$ cat src/rtl/jsv_pkg.sv
// Shared types and constants for the SDRAM access arbiter.
//   arb_state_t    - arbiter FSM states (IDLE, WRITE, READ)
//   JSV_*          - default geometry, bridge address width and byte-enable value
//   wr_entry_t     - one buffered pixel write: word address plus 8-bit data
//   pixel_addr()   - full-width linear address y*h_res + x (no truncation)
package jsv_pkg;

    localparam int         JSV_ADDR_W     = 19;
    localparam int         JSV_H_RES      = 640;
    localparam int         JSV_V_RES      = 480;
    localparam logic [3:0] JSV_BR_BYTE_EN = 4'b0011;

    typedef enum logic [1:0] {
        IDLE  = 2'd0,
        WRITE = 2'd1,
        READ  = 2'd2
    } arb_state_t;

    typedef struct packed {
        logic [JSV_ADDR_W-1:0] addr;
        logic [7:0]            data;
    } wr_entry_t;

    // 32-bit result so out-of-range coordinates can still be compared
    // against the bridge address space before any narrowing.
    function automatic logic [31:0] pixel_addr(input logic [9:0] x,
                                               input logic [8:0] y,
                                               input int         h_res);
        return 32'(y) * 32'(h_res) + 32'(x);
    endfunction

endpackage

$ cat src/rtl/sync_fifo.sv
// Synchronous show-ahead FIFO with a registered RAM read.
//   clk_i, rst_ni   - clock, asynchronous active-low reset
//   push_i/wdata_i  - write side (ignored while full)
//   pop_i           - consume the head (ignored while head_valid_o is low)
//   rdata_o         - registered head entry
//   head_valid_o    - rdata_o holds the current head
//   full_o, empty_o - derived from the registered occupancy count
module sync_fifo #(
    parameter int WIDTH = 8,
    parameter int DEPTH = 8
) (
    input  logic             clk_i,
    input  logic             rst_ni,
    input  logic             push_i,
    input  logic [WIDTH-1:0] wdata_i,
    input  logic             pop_i,
    output logic [WIDTH-1:0] rdata_o,
    output logic             head_valid_o,
    output logic             full_o,
    output logic             empty_o
);

    localparam int AW = $clog2(DEPTH);
    localparam int CW = $clog2(DEPTH + 1);

    logic [WIDTH-1:0] mem_q [DEPTH];
    logic [WIDTH-1:0] head_q;
    logic [AW-1:0]    wr_ptr_q;
    logic [AW-1:0]    rd_ptr_q;
    logic [AW-1:0]    rd_ptr_d;
    logic [CW-1:0]    count_q;
    logic [CW-1:0]    count_d;
    logic             head_valid_q;
    logic             head_valid_d;
    logic             push_en;
    logic             pop_en;

    assign full_o       = (count_q == CW'(DEPTH));
    assign empty_o      = (count_q == '0);
    assign rdata_o      = head_q;
    assign head_valid_o = head_valid_q;

    assign push_en  = push_i && !full_o;
    assign pop_en   = pop_i && head_valid_q;
    assign count_d  = count_q + CW'(push_en) - CW'(pop_en);
    assign rd_ptr_d = pop_en ? rd_ptr_q + AW'(1) : rd_ptr_q;

    // When the entry being pushed is the one the head register is about
    // to read, the RAM still returns the old word this edge; the head only
    // becomes valid one cycle later.
    assign head_valid_d = (count_d != '0) &&
                          !(push_en && (count_q == CW'(pop_en)));

    always_ff @(posedge clk_i) begin
        if (push_en) begin
            mem_q[wr_ptr_q] <= wdata_i;
        end
        head_q <= mem_q[rd_ptr_d];
    end

    always_ff @(posedge clk_i or negedge rst_ni) begin
        if (!rst_ni) begin
            wr_ptr_q     <= '0;
            rd_ptr_q     <= '0;
            count_q      <= '0;
            head_valid_q <= 1'b0;
        end else begin
            if (push_en) begin
                wr_ptr_q <= wr_ptr_q + AW'(1);
            end
            rd_ptr_q     <= rd_ptr_d;
            count_q      <= count_d;
            head_valid_q <= head_valid_d;
        end
    end

endmodule

$ cat src/rtl/sdram_access_arbiter.sv
// Shares the single jsv_sdram bridge port between the fractal pixel writer
// and the VGA line-prefetch reader. Writes are buffered in a small FIFO;
// read bursts have strict priority and are never interrupted by writes.
//   CLK, RESET           - 50 MHz clock, asynchronous active-low reset
//   WR_*                 - pixel write request (X, Y, DATA), ready and drop pulse
//   RD_*                 - burst request/base, busy, returned words, done and error pulses
//   BR_*                 - registered bridge command with hold-until-ack handshake
module sdram_access_arbiter
    import jsv_pkg::*;
#(
    parameter int ADDR_W      = JSV_ADDR_W,
    parameter int H_RES       = JSV_H_RES,
    parameter int V_RES       = JSV_V_RES,
    parameter int WFIFO_DEPTH = 8,
    parameter int BURST_LEN   = 80
) (
    input  logic              CLK,
    input  logic              RESET,
    // pixel writer
    input  logic              WR_VALID,
    output logic              WR_READY,
    input  logic [9:0]        WR_X,
    input  logic [8:0]        WR_Y,
    input  logic [7:0]        WR_DATA,
    output logic              WR_DROP,
    // line-prefetch reader
    input  logic              RD_REQ,
    input  logic [ADDR_W-1:0] RD_BASE,
    output logic              RD_BUSY,
    output logic              RD_VALID,
    output logic [15:0]       RD_DATA,
    output logic              RD_DONE,
    output logic              RD_ERR,
    // bridge
    output logic [ADDR_W-1:0] BR_ADDR,
    output logic [3:0]        BR_BYTE_EN,
    output logic              BR_READ,
    output logic              BR_WRITE,
    output logic [15:0]       BR_WRITE_DATA,
    input  logic              BR_ACK,
    input  logic [15:0]       BR_READ_DATA
);

    localparam int               CNT_W    = (BURST_LEN > 1) ? $clog2(BURST_LEN) : 1;
    localparam logic [CNT_W-1:0] CNT_LAST = CNT_W'(BURST_LEN - 1);

    // ---------------------------------------------------------------
    // Write path: address computation, range check, FIFO
    // ---------------------------------------------------------------
    logic [31:0] wr_lin;
    logic        wr_in_range;
    logic        wr_acc;
    logic        fifo_push;
    logic        fifo_pop;
    logic        fifo_full;
    logic        fifo_empty;
    logic        fifo_head_valid;
    wr_entry_t   fifo_wdata;
    wr_entry_t   fifo_head;
    logic        ready_en_q;

    assign wr_lin = pixel_addr(WR_X, WR_Y, H_RES);

    // The whole product is checked against the bridge address space, so a
    // geometry that overflows the bridge is dropped rather than aliased.
    assign wr_in_range = (32'(WR_X) < 32'(H_RES)) &&
                         (32'(WR_Y) < 32'(V_RES)) &&
                         ((wr_lin >> JSV_ADDR_W) == 32'd0);

    // ready_en_q keeps WR_READY low while reset is held.
    assign WR_READY  = ready_en_q && !fifo_full;
    assign wr_acc    = WR_VALID && WR_READY;
    assign fifo_push = wr_acc && wr_in_range;

    assign fifo_wdata.addr = JSV_ADDR_W'(wr_lin);
    assign fifo_wdata.data = WR_DATA;

    sync_fifo #(
        .WIDTH ($bits(wr_entry_t)),
        .DEPTH (WFIFO_DEPTH)
    ) u_wfifo (
        .clk_i        (CLK),
        .rst_ni       (RESET),
        .push_i       (fifo_push),
        .wdata_i      (fifo_wdata),
        .pop_i        (fifo_pop),
        .rdata_o      (fifo_head),
        .head_valid_o (fifo_head_valid),
        .full_o       (fifo_full),
        .empty_o      (fifo_empty)
    );

    // ---------------------------------------------------------------
    // Arbiter FSM, burst bookkeeping and registered bridge command
    // ---------------------------------------------------------------
    arb_state_t        state_q;
    logic              pending_q;
    logic              fresh_q;
    logic [ADDR_W-1:0] base_q;
    logic [CNT_W-1:0]  cnt_q;
    logic [ADDR_W-1:0] br_addr_q;
    logic [15:0]       br_wdata_q;
    logic              br_read_q;
    logic              br_write_q;
    logic              rd_valid_q;
    logic [15:0]       rd_data_q;
    logic              rd_done_q;
    logic              rd_err_q;
    logic              wr_drop_q;

    // The bridge command is held until BR_ACK, so the head is consumed on the ack edge.
    assign fifo_pop = (state_q == WRITE) && BR_ACK;

    always_ff @(posedge CLK or negedge RESET) begin
        if (!RESET) begin
            state_q    <= IDLE;
            ready_en_q <= 1'b0;
            pending_q  <= 1'b0;
            fresh_q    <= 1'b0;
            base_q     <= '0;
            cnt_q      <= '0;
            br_addr_q  <= '0;
            br_wdata_q <= '0;
            br_read_q  <= 1'b0;
            br_write_q <= 1'b0;
            rd_valid_q <= 1'b0;
            rd_data_q  <= '0;
            rd_done_q  <= 1'b0;
            rd_err_q   <= 1'b0;
            wr_drop_q  <= 1'b0;
        end else begin
            ready_en_q <= 1'b1;
            rd_valid_q <= 1'b0;
            rd_done_q  <= 1'b0;
            fresh_q    <= 1'b0;
            wr_drop_q  <= wr_acc && !wr_in_range;
            rd_err_q   <= RD_REQ && pending_q;

            if (RD_REQ && !pending_q) begin
                pending_q <= 1'b1;
                fresh_q   <= 1'b1;
                base_q    <= RD_BASE;
                cnt_q     <= '0;
            end

            case (state_q)
                IDLE: begin
                    // fresh_q holds a new burst back one cycle so a read
                    // command leaves two edges after its request, the same
                    // spacing a write sees through the FIFO head register.
                    if (pending_q && !fresh_q) begin
                        state_q   <= READ;
                        br_read_q <= 1'b1;
                        br_addr_q <= base_q + ADDR_W'(cnt_q);
                    end else if (!fifo_empty && fifo_head_valid) begin
                        state_q    <= WRITE;
                        br_write_q <= 1'b1;
                        br_addr_q  <= ADDR_W'(fifo_head.addr);
                        br_wdata_q <= {8'h00, fifo_head.data};
                    end
                end
                WRITE: begin
                    if (BR_ACK) begin
                        br_write_q <= 1'b0;
                        state_q    <= IDLE;
                    end
                end
                READ: begin
                    if (BR_ACK) begin
                        br_read_q  <= 1'b0;
                        state_q    <= IDLE;
                        rd_valid_q <= 1'b1;
                        rd_data_q  <= BR_READ_DATA;
                        cnt_q      <= cnt_q + CNT_W'(1);
                        if (cnt_q == CNT_LAST) begin
                            rd_done_q <= 1'b1;
                            pending_q <= 1'b0;
                        end
                    end
                end
                default: begin
                    state_q <= IDLE;
                end
            endcase
        end
    end

    assign WR_DROP       = wr_drop_q;
    assign RD_BUSY       = pending_q;
    assign RD_VALID      = rd_valid_q;
    assign RD_DATA       = rd_data_q;
    assign RD_DONE       = rd_done_q;
    assign RD_ERR        = rd_err_q;
    assign BR_ADDR       = br_addr_q;
    assign BR_BYTE_EN    = JSV_BR_BYTE_EN;
    assign BR_READ       = br_read_q;
    assign BR_WRITE      = br_write_q;
    assign BR_WRITE_DATA = br_wdata_q;

endmodule

$ cat config.mk
export PLATFORM = sky130hd
export DESIGN_NAME = sdram_access_arbiter
export DESIGN_NICKNAME = d
export VERILOG_FILES = /design/src/rtl/jsv_pkg.sv /design/src/rtl/sync_fifo.sv /design/src/rtl/sdram_access_arbiter.sv
export SDC_FILE = /design/constraint.sdc
export NUM_CORES = 1
export LEC_CHECK = 0
export ABC_AREA = 1
export BUFFER_PORTS_ARGS = -buffer_cell sky130_fd_sc_hd__buf_2
export CORE_MARGIN = 4
export CORE_UTILIZATION = 30
export CTS_CLUSTER_DIAMETER = 50
export DETAILED_ROUTE_END_ITERATION = 6
export SLEW_MARGIN = 20
export SYNTH_ARGS = -nofsm -noshare
export SYNTH_HDL_FRONTEND = slang
export SYNTH_SLANG_ARGS = --single-unit
$ cat constraint.sdc
create_clock -name CLK -period 8.4 [get_ports CLK]
set_clock_uncertainty 0.15 [all_clocks]
set_input_delay 0.42 -clock CLK [delete_from_list [all_inputs] [get_ports CLK]]
set_output_delay 0.42 -clock CLK [all_outputs]
set_load 0.005 [all_outputs]
==> impl_metrics.ini <==
[run]
cap_violations = 0

[logic_synthesis]
synth_top_area_share_pct = 44.08
synth_area_leaders = edfxtp_1 44%, dfrtp_1 15%, nand2_1 9.6%
netlist_instances = 1346
yosys.cell_types.count = 39
synth-edff-count = 216
synth_ff_type = edfxtp_1
syn_area_um2 = 14720
synth_top_area_cell = edfxtp_1
yosys_warnings = 0
yosysSeqAreaShare_pct = 63.23
synth-seq-cells = 334
async_flop_share_pct = 27.25
yosysMostFrequentCell = nand2_1
synth_common_cells = 377 x nand2_1, 216 x edfxtp_1, 100 x o211ai_1
synth_area_per_cell_um2 = 10.93

[cells_and_area]
area_growth_pct = 20.46
fin_nets = 1621
final_cell_area_um2 = 17730
drive_above_1_share_pct = 21.24

[detailed_routing]
ant_nets = 0
top_layer_used = met4
wl_met3_um = 1706
wire_per_inst_um = 15.64
wl_met1_um = 15760
routed_wl_um = 34430
drt_iter0_drc = 642
route.met2.wl_um = 16290
drc_errors = 0
vias_per_cell = 4.512
firstDrtPassIters = 5
vias = 9931

[clock_network]
cts_resized = 0
root_buffer = clkbuf_16
ctsHoldBuffers = 48
cts_buffers = 38
htreeDepth = 2
clock_latency_ns = 0.54
cts_tree = yes
clockBufferDepth = 3
cts_setup_buffers = 0
clk_pin_slew_ns = 0.06
clkSinkCount = 334

[sta]
setup_tns_ns = 0
clock.fmax_mhz = 319.8
worstMarginPinSlew_ns = 1.003
period_needed_ns = 3.127
rsz0062_at_grt = false
fin_crit_sh_pct = 37.23
setup_viol = 0
setup_slack_ns = 5.273
drv_slew = 0
hold_viol_final = 0
slew_headroom_pct = 33.13

[worst_setup_path]
cpLargestDelayFamily = buffers and inverters
crit_fanout = 65
path_buf_inv = 3
arrival_ns = 3.47
crit_path_end_kind = register
crit_slowest_cell = buf_4
path_cells = inv_1 -> ha_1 -> nand3_1 -> nand2_1 -> nand2_2 -> inv_4 -> buf_4 -> o211ai_1 -> nand2_1 -> nand2_1 -> nand2_1
r2r_setup_slack_ns = 5.27
critPathMostFrequentCell = nand2_1
cp-start-kind = register
crit_type = register to register
max_stage_delay_ns = 0.68
cp.required_ns = 8.74

[floorplanning]
core_um2 = 48150
io_pins = 130
start_util_pct = 30.56
num_rows = 80
die_h_um = 229.5
die_x_um = 229.5
die_area_um2 = 52660

[place]
port_buffers = 117
post-place-ws_ns = 5.238
placed_area_um2 = 15970
place_congestion = 0.8533
dp.final_hpwl_um = 20610

[pwr]
total_power_mw = 5.078
ir_drop_mv = 0.1545
power_density_nw_per_um2 = 286.4
leakage_nw = 7.388

[global_routing]
grt_pass1_vias = 9999
antenna_found_initial = 1
grt_max_degree = 86
grt_pass1_wl_um = 54960
grt_overflow_total = 0
grt_use_total_pct = 12.86

[worst_hold_path]
hold_path.class = input port to register

[status]
run_status = completed
stage by stage:
step | cells | utilization (%) | hold WS [ns]
5_1_grt | 2200 | 36.81 | 0.01921
6_report | 2201 | 36.82 | 0.02718
4_1_cts | 2200 | 36.81 | 0.001550
2_1_floorplan | 1357 | - | -0.02559
3_5_place_dp | 2082 | 33.17 | 0.1666
3_3_place_gp | 2082 | 33.17 | 0.1671
per-layer routing:
| layer | global-route usage [%] | vias up |
|---|---|---|
| met5 | 0 | - |
| met4 | 3.766 | 0 |
| met3 | 2.112 | 48 |
| met2 | 21.91 | 243 |
| met1 | 16.92 | 4736 |
| li1 | - | 4904 |
power breakdown:
group	internal, mW	switching [mW]
clock network	0.964	0.675
logic	0.470	0.758
registers	2.05	0.161
total	3.48	1.59
cell type report:
class | count | area [µm²]
fill | 4689 | 30420
inverter | 81 | 310.3
clock inverter | 20 | 214.0
tap | 656 | 820.8
antenna | 1 | 2.502
sequential | 334 | 9304
timing repair buffer | 181 | 1189
multi-input combinational | 878 | 4830
clock buffer | 50 | 1056
kinds of logic (layout without fill, tap and decap cells):
kind of cell / after synthesis / count (layout) / synth area share [%]
and+or+nand+nor: 623 / 623 / 18.48
DFF: 334 / 334 / 63.23
AOI/OAI and AO/OA: 175 / 175 / 8.341
buffers and inverters: 145 / 332 / 4.506
adders and majority gates: 40 / 40 / 3.605
xor gates and xnor gates: 19 / 19 / 1.182
muxes: 8 / 8 / 0.6122
other: 2 / 14 / 0.05104
final timing paths:
check / from / to / cells after the start
max: state_q[1]$_DFFE_PN0P_ / u_wfifo.rdata_o[24]$_DFF_P_ / 11
min: WR_DATA[7] / u_wfifo.mem_q[0][7]$_DFFE_PP_ / 1
max reg2reg: state_q[1]$_DFFE_PN0P_ / u_wfifo.rdata_o[24]$_DFF_P_ / 11
min reg2reg: u_wfifo.rdata_o[5]$_DFF_P_ / BR_WRITE_DATA[5]$_DFFE_PN0P_ / 1
max in group asynchronous: RESET / BR_WRITE_DATA[7]$_DFFE_PN0P_ / 3
min in group asynchronous: RESET / RD_VALID$_DFF_PN0_ / 2
flip-flops by register name, summed over array words and instances (netlist names):
name	cells
u_wfifo.mem_q	216
ready_en_q	1
RD_DONE	1
cnt_q	7
fresh_q	1
BR_READ	1
u_wfifo.wr_ptr_q	3
RD_ERR	1
u_wfifo.rd_ptr_q	3
RD_VALID	1
u_wfifo.head_valid_o	1
BR_ADDR	19
BR_WRITE	1
RD_DATA	16
RD_BUSY	1
state_q	2
u_wfifo.count_q	4
BR_WRITE_DATA	8
u_wfifo.rdata_o	27
base_q	19
WR_DROP	1
placed cells by master, fill, tap and decap left out, drive strengths merged, types with 8 or more instances in the layout:
master	synthesis	routed
nand2	377	377
buf	31	133
edfxtp	216	216
nor2	67	67
dlygate4sd3	0	48
nand3	50	50
ha	36	36
nor3	8	8
conb	2	13
xor2	14	14
inv	80	83
o21ai	33	33
mux2	8	8
dfxtp	27	27
a21oi	22	22
dfrtp	91	91
o211ai	111	111
or2	109	109
clkinv	1	16
clkbuf	33	50
(Power assumes the default switching activity.)
